===== config.mk =====
export PLATFORM = sky130hd
export DESIGN_NAME = key_filter_array
export DESIGN_NICKNAME = d
export VERILOG_FILES = /design/src/rtl/key_filter_array.sv
export SDC_FILE = /design/constraint.sdc
export NUM_CORES = 1
export LEC_CHECK = 0
export CAP_MARGIN = 10
export CELL_PAD_IN_SITES_DETAIL_PLACEMENT = 0
export CELL_PAD_IN_SITES_GLOBAL_PLACEMENT = 1
export CORE_MARGIN = 2
export CORE_UTILIZATION = 46
export CTS_CLUSTER_SIZE = 14
export DETAILED_ROUTE_END_ITERATION = 7
export GPL_TIMING_DRIVEN = 0
export PLACE_DENSITY_LB_ADDON = 0.1
export REMOVE_ABC_BUFFERS = 1
export SKIP_CTS_REPAIR_TIMING = 1
export SYNTH_ARGS = -nofsm -noshare
export SYNTH_HDL_FRONTEND = slang
export SYNTH_SLANG_ARGS = --single-unit

===== constraint.sdc =====
create_clock -name clk -period 2.75 [get_ports clk]
set_clock_uncertainty 0.2 [all_clocks]
set_input_delay 0.275 -clock clk [delete_from_list [all_inputs] [get_ports clk]]
set_output_delay 0.275 -clock clk [all_outputs]
set_load 0.005 [all_outputs]

===== src/rtl/key_filter_array.sv =====
// N-channel key conditioner: 2-FF sync, debounce and per-channel press FSM
// emitting one-cycle press/release/short/long/repeat enables.
module key_filter_array #(
  parameter int unsigned N_KEYS          = 2,
  parameter int unsigned ACTIVE_LEVEL    = 1,
  parameter int unsigned DEBOUNCE_CYCLES = 20,
  parameter int unsigned LONG_CYCLES     = 1000,
  parameter int unsigned REPEAT_CYCLES   = 200,
  parameter int unsigned REPEAT_EN       = 1
) (
  input  logic              clk,
  input  logic              rst,
  input  logic [N_KEYS-1:0] key_in,
  output logic [N_KEYS-1:0] key_level,
  output logic [N_KEYS-1:0] key_press_en,
  output logic [N_KEYS-1:0] key_rel_en,
  output logic [N_KEYS-1:0] key_short_en,
  output logic [N_KEYS-1:0] key_long_en,
  output logic [N_KEYS-1:0] key_rep_en
);

  localparam int unsigned DB_W     = $clog2(DEBOUNCE_CYCLES);
  localparam int unsigned HOLD_MAX = (LONG_CYCLES > REPEAT_CYCLES) ? LONG_CYCLES : REPEAT_CYCLES;
  localparam int unsigned HOLD_W   = $clog2(HOLD_MAX);
  localparam logic        REL_LVL  = (ACTIVE_LEVEL != 0) ? 1'b0 : 1'b1;

  localparam logic [DB_W-1:0]   DB_LAST   = DB_W'(DEBOUNCE_CYCLES - 1);
  localparam logic [HOLD_W-1:0] LONG_LAST = HOLD_W'(LONG_CYCLES - 1);
  localparam logic [HOLD_W-1:0] REP_LAST  = HOLD_W'(REPEAT_CYCLES - 1);

  typedef enum logic [1:0] {
    ST_IDLE,
    ST_HELD,
    ST_LONG
  } state_e;

  logic [N_KEYS-1:0] sync1_q;
  logic [N_KEYS-1:0] sync2_q;
  logic [N_KEYS-1:0] pressed_c;

  // Synchronisers start at the released level so reset never looks like a press.
  always_ff @(posedge clk or posedge rst) begin
    if (rst) begin
      sync1_q <= {N_KEYS{REL_LVL}};
      sync2_q <= {N_KEYS{REL_LVL}};
    end else begin
      sync1_q <= key_in;
      sync2_q <= sync1_q;
    end
  end

  assign pressed_c = sync2_q ^ {N_KEYS{REL_LVL}};

  for (genvar i = 0; i < N_KEYS; i++) begin : g_ch
    logic [DB_W-1:0]   db_cnt_q;
    logic [HOLD_W-1:0] hold_q;
    state_e            state_q;
    logic              level_q;
    logic              press_q;
    logic              rel_q;
    logic              short_q;
    logic              long_q;
    logic              rep_q;
    logic              differ_c;
    logic              db_done_c;
    logic              acc_press_c;
    logic              acc_rel_c;

    assign differ_c    = pressed_c[i] != level_q;
    assign db_done_c   = db_cnt_q == DB_LAST;
    assign acc_press_c = differ_c & db_done_c & pressed_c[i];
    assign acc_rel_c   = differ_c & db_done_c & ~pressed_c[i];

    // Debounce: a new level must persist for DEBOUNCE_CYCLES samples.
    always_ff @(posedge clk or posedge rst) begin
      if (rst) begin
        db_cnt_q <= '0;
        level_q  <= 1'b0;
      end else if (!differ_c) begin
        db_cnt_q <= '0;
      end else if (db_done_c) begin
        db_cnt_q <= '0;
        level_q  <= pressed_c[i];
      end else begin
        db_cnt_q <= db_cnt_q + 1'b1;
      end
    end

    // Press FSM acts on the same accept strobe, so pulses line up with the level edge.
    always_ff @(posedge clk or posedge rst) begin
      if (rst) begin
        state_q <= ST_IDLE;
        hold_q  <= '0;
        press_q <= 1'b0;
        rel_q   <= 1'b0;
        short_q <= 1'b0;
        long_q  <= 1'b0;
        rep_q   <= 1'b0;
      end else begin
        press_q <= 1'b0;
        rel_q   <= 1'b0;
        short_q <= 1'b0;
        long_q  <= 1'b0;
        rep_q   <= 1'b0;
        case (state_q)
          ST_IDLE: begin
            if (acc_press_c) begin
              press_q <= 1'b1;
              hold_q  <= '0;
              state_q <= ST_HELD;
            end
          end
          ST_HELD: begin
            if (acc_rel_c) begin
              rel_q   <= 1'b1;
              short_q <= 1'b1;
              hold_q  <= '0;
              state_q <= ST_IDLE;
            end else if (hold_q == LONG_LAST) begin
              long_q  <= 1'b1;
              hold_q  <= '0;
              state_q <= ST_LONG;
            end else begin
              hold_q <= hold_q + 1'b1;
            end
          end
          ST_LONG: begin
            if (acc_rel_c) begin
              rel_q   <= 1'b1;
              hold_q  <= '0;
              state_q <= ST_IDLE;
            end else if (REPEAT_EN != 0) begin
              if (hold_q == REP_LAST) begin
                rep_q  <= 1'b1;
                hold_q <= '0;
              end else begin
                hold_q <= hold_q + 1'b1;
              end
            end
          end
          default: begin
            hold_q  <= '0;
            state_q <= ST_IDLE;
          end
        endcase
      end
    end

    assign key_level[i]    = level_q;
    assign key_press_en[i] = press_q;
    assign key_rel_en[i]   = rel_q;
    assign key_short_en[i] = short_q;
    assign key_long_en[i]  = long_q;
    assign key_rep_en[i]   = rep_q;
  end

endmodule


==> flow_metrics.tcl <==
set metrics [dict create \
    power_density_nw_per_um2 482 \
    async_flop_share_pct 100 \
    antennaDiodeCount 0 \
    hold_path_class "in -> async" \
    synth-edff-count 0 \
    grtUsageTotal_pct 16.7 \
    ys.flop_type "dfrtp_1" \
    crit_fanout 5 \
    clk_path_buf_depth 2 \
    synth_seq_area_share_pct 46.6 \
    viasPerCell 5.43 \
    dieArea_um2 6460 \
    yosys.area.top_type "dfrtp_1" \
    ir_drop_v 0.000252 \
    required_ps 2720 \
    final_common_cell "dfrtp_1" \
    fmax_mhz 413 \
    synth_top_area_share_pct 46.6 \
    clk_latency_ps 300 \
    antenna_found_initial 0 \
    fin_crit_sh_pct 88.0 \
    start_util_pct 48.2 \
    grt_max_degree 38 \
    outcome "finished clean" \
    gr-total-overflow 0 \
    drc 0 \
    p_int_mw 1.15 \
    r2r_slack_ps 330 \
    cts-root-buf "clkbuf_8" \
    slew_viol_final 0 \
    drtIter0Drc 86 \
    cp_slowest_cell "or4_1" \
    relSlewSlack_pct 55.1 \
    register_area_um2 1250 \
    dp_hpwl_um 3410 \
    mostFrequentLayoutCells "dfrtp_1, nand2_1, nor2_1" \
    rr_worst_depth 5 \
    rr_startpoint "g_ch[0].hold_q[0]" \
    final_util_pct 53.2 \
    first_global_vias 1894 \
    postSynthAreaPerCell_um2 9.49 \
    io_pins 16 \
    hold_viol 0 \
    endpoint_kind "register" \
    leakage_nw 1.27 \
    rsz0062_at_grt "false" \
    wire_per_inst_um 13.2 \
    timing.rr.end "g_ch[0].hold_q[1]" \
    drive_gt1_share_pct 5.90 \
    die_h_um 80.4 \
    num-nets-final 301 \
    drt-total-wl_um 4760 \
    synth_area_um2 2690 \
    yosysUniqueCellTypes 46 \
    critical_path_class "reg -> reg" \
    synth_warnings 0 \
    start_kind "register" \
    period_needed_ps 2420 \
    critPathMaxStageDelay_ps 660 \
    path_clk_slew_ps 90 \
    power.total_mw 1.43 \
    std_cell_rows 27 \
    arrival_ps 2390 \
    cts_tree "yes" \
    area_growth_pct 10.4 \
    switching_share_pct 19.6 \
    portBuffers 15 \
    syn_inst 283 \
    clock-sinks 50 \
    worstPathCellList "ha_1 -> nand4_1 -> or4_1 -> a22oi_1 -> o21ai_0" \
    ys_ff_latch 50 \
    combPwrFrac_pct 2.9 \
    multiInputGateArea_um2 1270 \
    vias 1953 \
    fin_setup_tns_ps 0 \
    maxCapViolations 0 \
    grt_pass1_wl_um 8540 \
    max_slew.worst_pin.slew_ps 674 \
    p_clk_share_pct 44.4 \
    fillCellCount 528 \
    p_seq_share_pct 52.6 \
    cts_max_level 2 \
    ant_nets 0 \
    critPathTopFamily "simple AND/OR/NAND/NOR gates" \
    numCtsBuffers 5 \
    fp.dieW_um 80.4 \
    gp_congestion 0.805 \
    drtPass1Iterations 4 \
    setup_viol 0 \
    cp_num_buf_inv 0 \
    core_um2 5570 \
    synthTopCellsByArea "dfrtp_1, nand2_1, ha_1, a21oi_1, buf_4" \
    power_switching_mw 0.280 \
]
[power by group through the flow]
stage / clock, mW / combinational (mW) / sequential (mW)
4_1_cts: 0.652 / 0.0439 / 0.752
6_report: 0.635 / 0.0419 / 0.752
2_1_floorplan: 0 / 0.0278 / 0.765
5_1_grt: 0.684 / 0.0503 / 0.754
3_3_place_gp: 0 / 0.0391 / 0.766
3_5_place_dp: 0 / 0.0439 / 0.766
[how the worst max path moves through the flow]
stage	start	endpoint	slack (ps)	cells past startpoint
final	g_ch[0].hold_q[0]	g_ch[0].hold_q[1]	330	5
after global routing	g_ch[0].hold_q[0]	g_ch[0].hold_q[7]	140	5
after floorplan	g_ch[0].hold_q[0]	g_ch[0].hold_q[2]	690	5
after global placement	rst	g_ch[1].hold_q[8]	100	2
after CTS	g_ch[0].hold_q[0]	g_ch[0].hold_q[1]	300	5
after detailed placement	g_ch[0].hold_q[0]	g_ch[0].hold_q[1]	320	5
[cell usage after synthesis (all sizes together) (2+ instances only)]
| cell | count |
|---|---|
| a211o | 4 |
| clkbuf | 4 |
| xor2 | 4 |
| and3 | 8 |
| nor4 | 3 |
| nand2 | 34 |
| o21a | 4 |
| nand2b | 4 |
| nand3 | 10 |
| or4 | 2 |
| a21oi | 20 |
| and4bb | 2 |
| nand4bb | 2 |
| inv | 12 |
| a221oi | 2 |
| ha | 10 |
| o31a | 3 |
| and2 | 2 |
| nor2 | 24 |
| mux2i | 6 |
| nor2b | 4 |
| xnor2 | 2 |
| dfrtp | 50 |
| o21ai | 15 |
| buf | 15 |
| nand4 | 7 |
| nor3 | 11 |
| a31oi | 3 |
| o211ai | 2 |
| a211oi | 3 |
[sequential cells by signal (all words and copies together), names as in the netlist]
| signal | cells |
|---|---|
| g_ch.press_q | 2 |
| g_ch.level_q | 2 |
| g_ch.long_q | 2 |
| g_ch.rep_q | 2 |
| g_ch.state_q | 4 |
| pressed_c | 2 |
| g_ch.rel_q | 2 |
| g_ch.short_q | 2 |
| g_ch.hold_q | 20 |
| sync1_q | 2 |
| g_ch.db_cnt_q | 10 |
[layer usage]
metal / vias to the layer above / track usage (%) / share of wire [%]
met2: 19 / 28.7 / 49
met5: - / 0 / 0
met1: 924 / 21.3 / 48
met4: 0 / 4.58 / 1.2
li1: 1005 / - / -
met3: 5 / 3.37 / 2.2
[area by class of cell]
class	count	share of cell area [%]
multi-input cells	202	42.7
well taps	72	3.04
inverters	12	1.52
clock buffers	6	2.78
repair buffers	16	5.74
flip-flops and latches	50	42.2
clock inverters	2	2.03
[stage by stage]
step | std cells | area [um^2] | hold WS [ps] | setup WS (ps)
floorplan | 264 | 2560 | 106 | 690
global placement | 351 | 2800 | 135 | 101
detailed placement | 352 | 2820 | 135 | 317
CTS | 360 | 2970 | 46.9 | 302
global route | 360 | 2970 | 61.8 | 139
finish | 360 | 2970 | 38.5 | 329
[kinds of logic after synthesis]
family | count (synthesis) | share of synthesized area [%]
multiplexers | 7 | 2.66
XOR/XNOR | 6 | 1.96
AND/OR/NAND/NOR | 116 | 21.9
buffers and inverters | 31 | 6.24
AO/OA/AOI/OAI | 63 | 16.0
adder cells (fa/ha/maj) | 10 | 4.66
flip-flops | 50 | 46.6
Note: power is estimated with default switching activity, not from simulation.
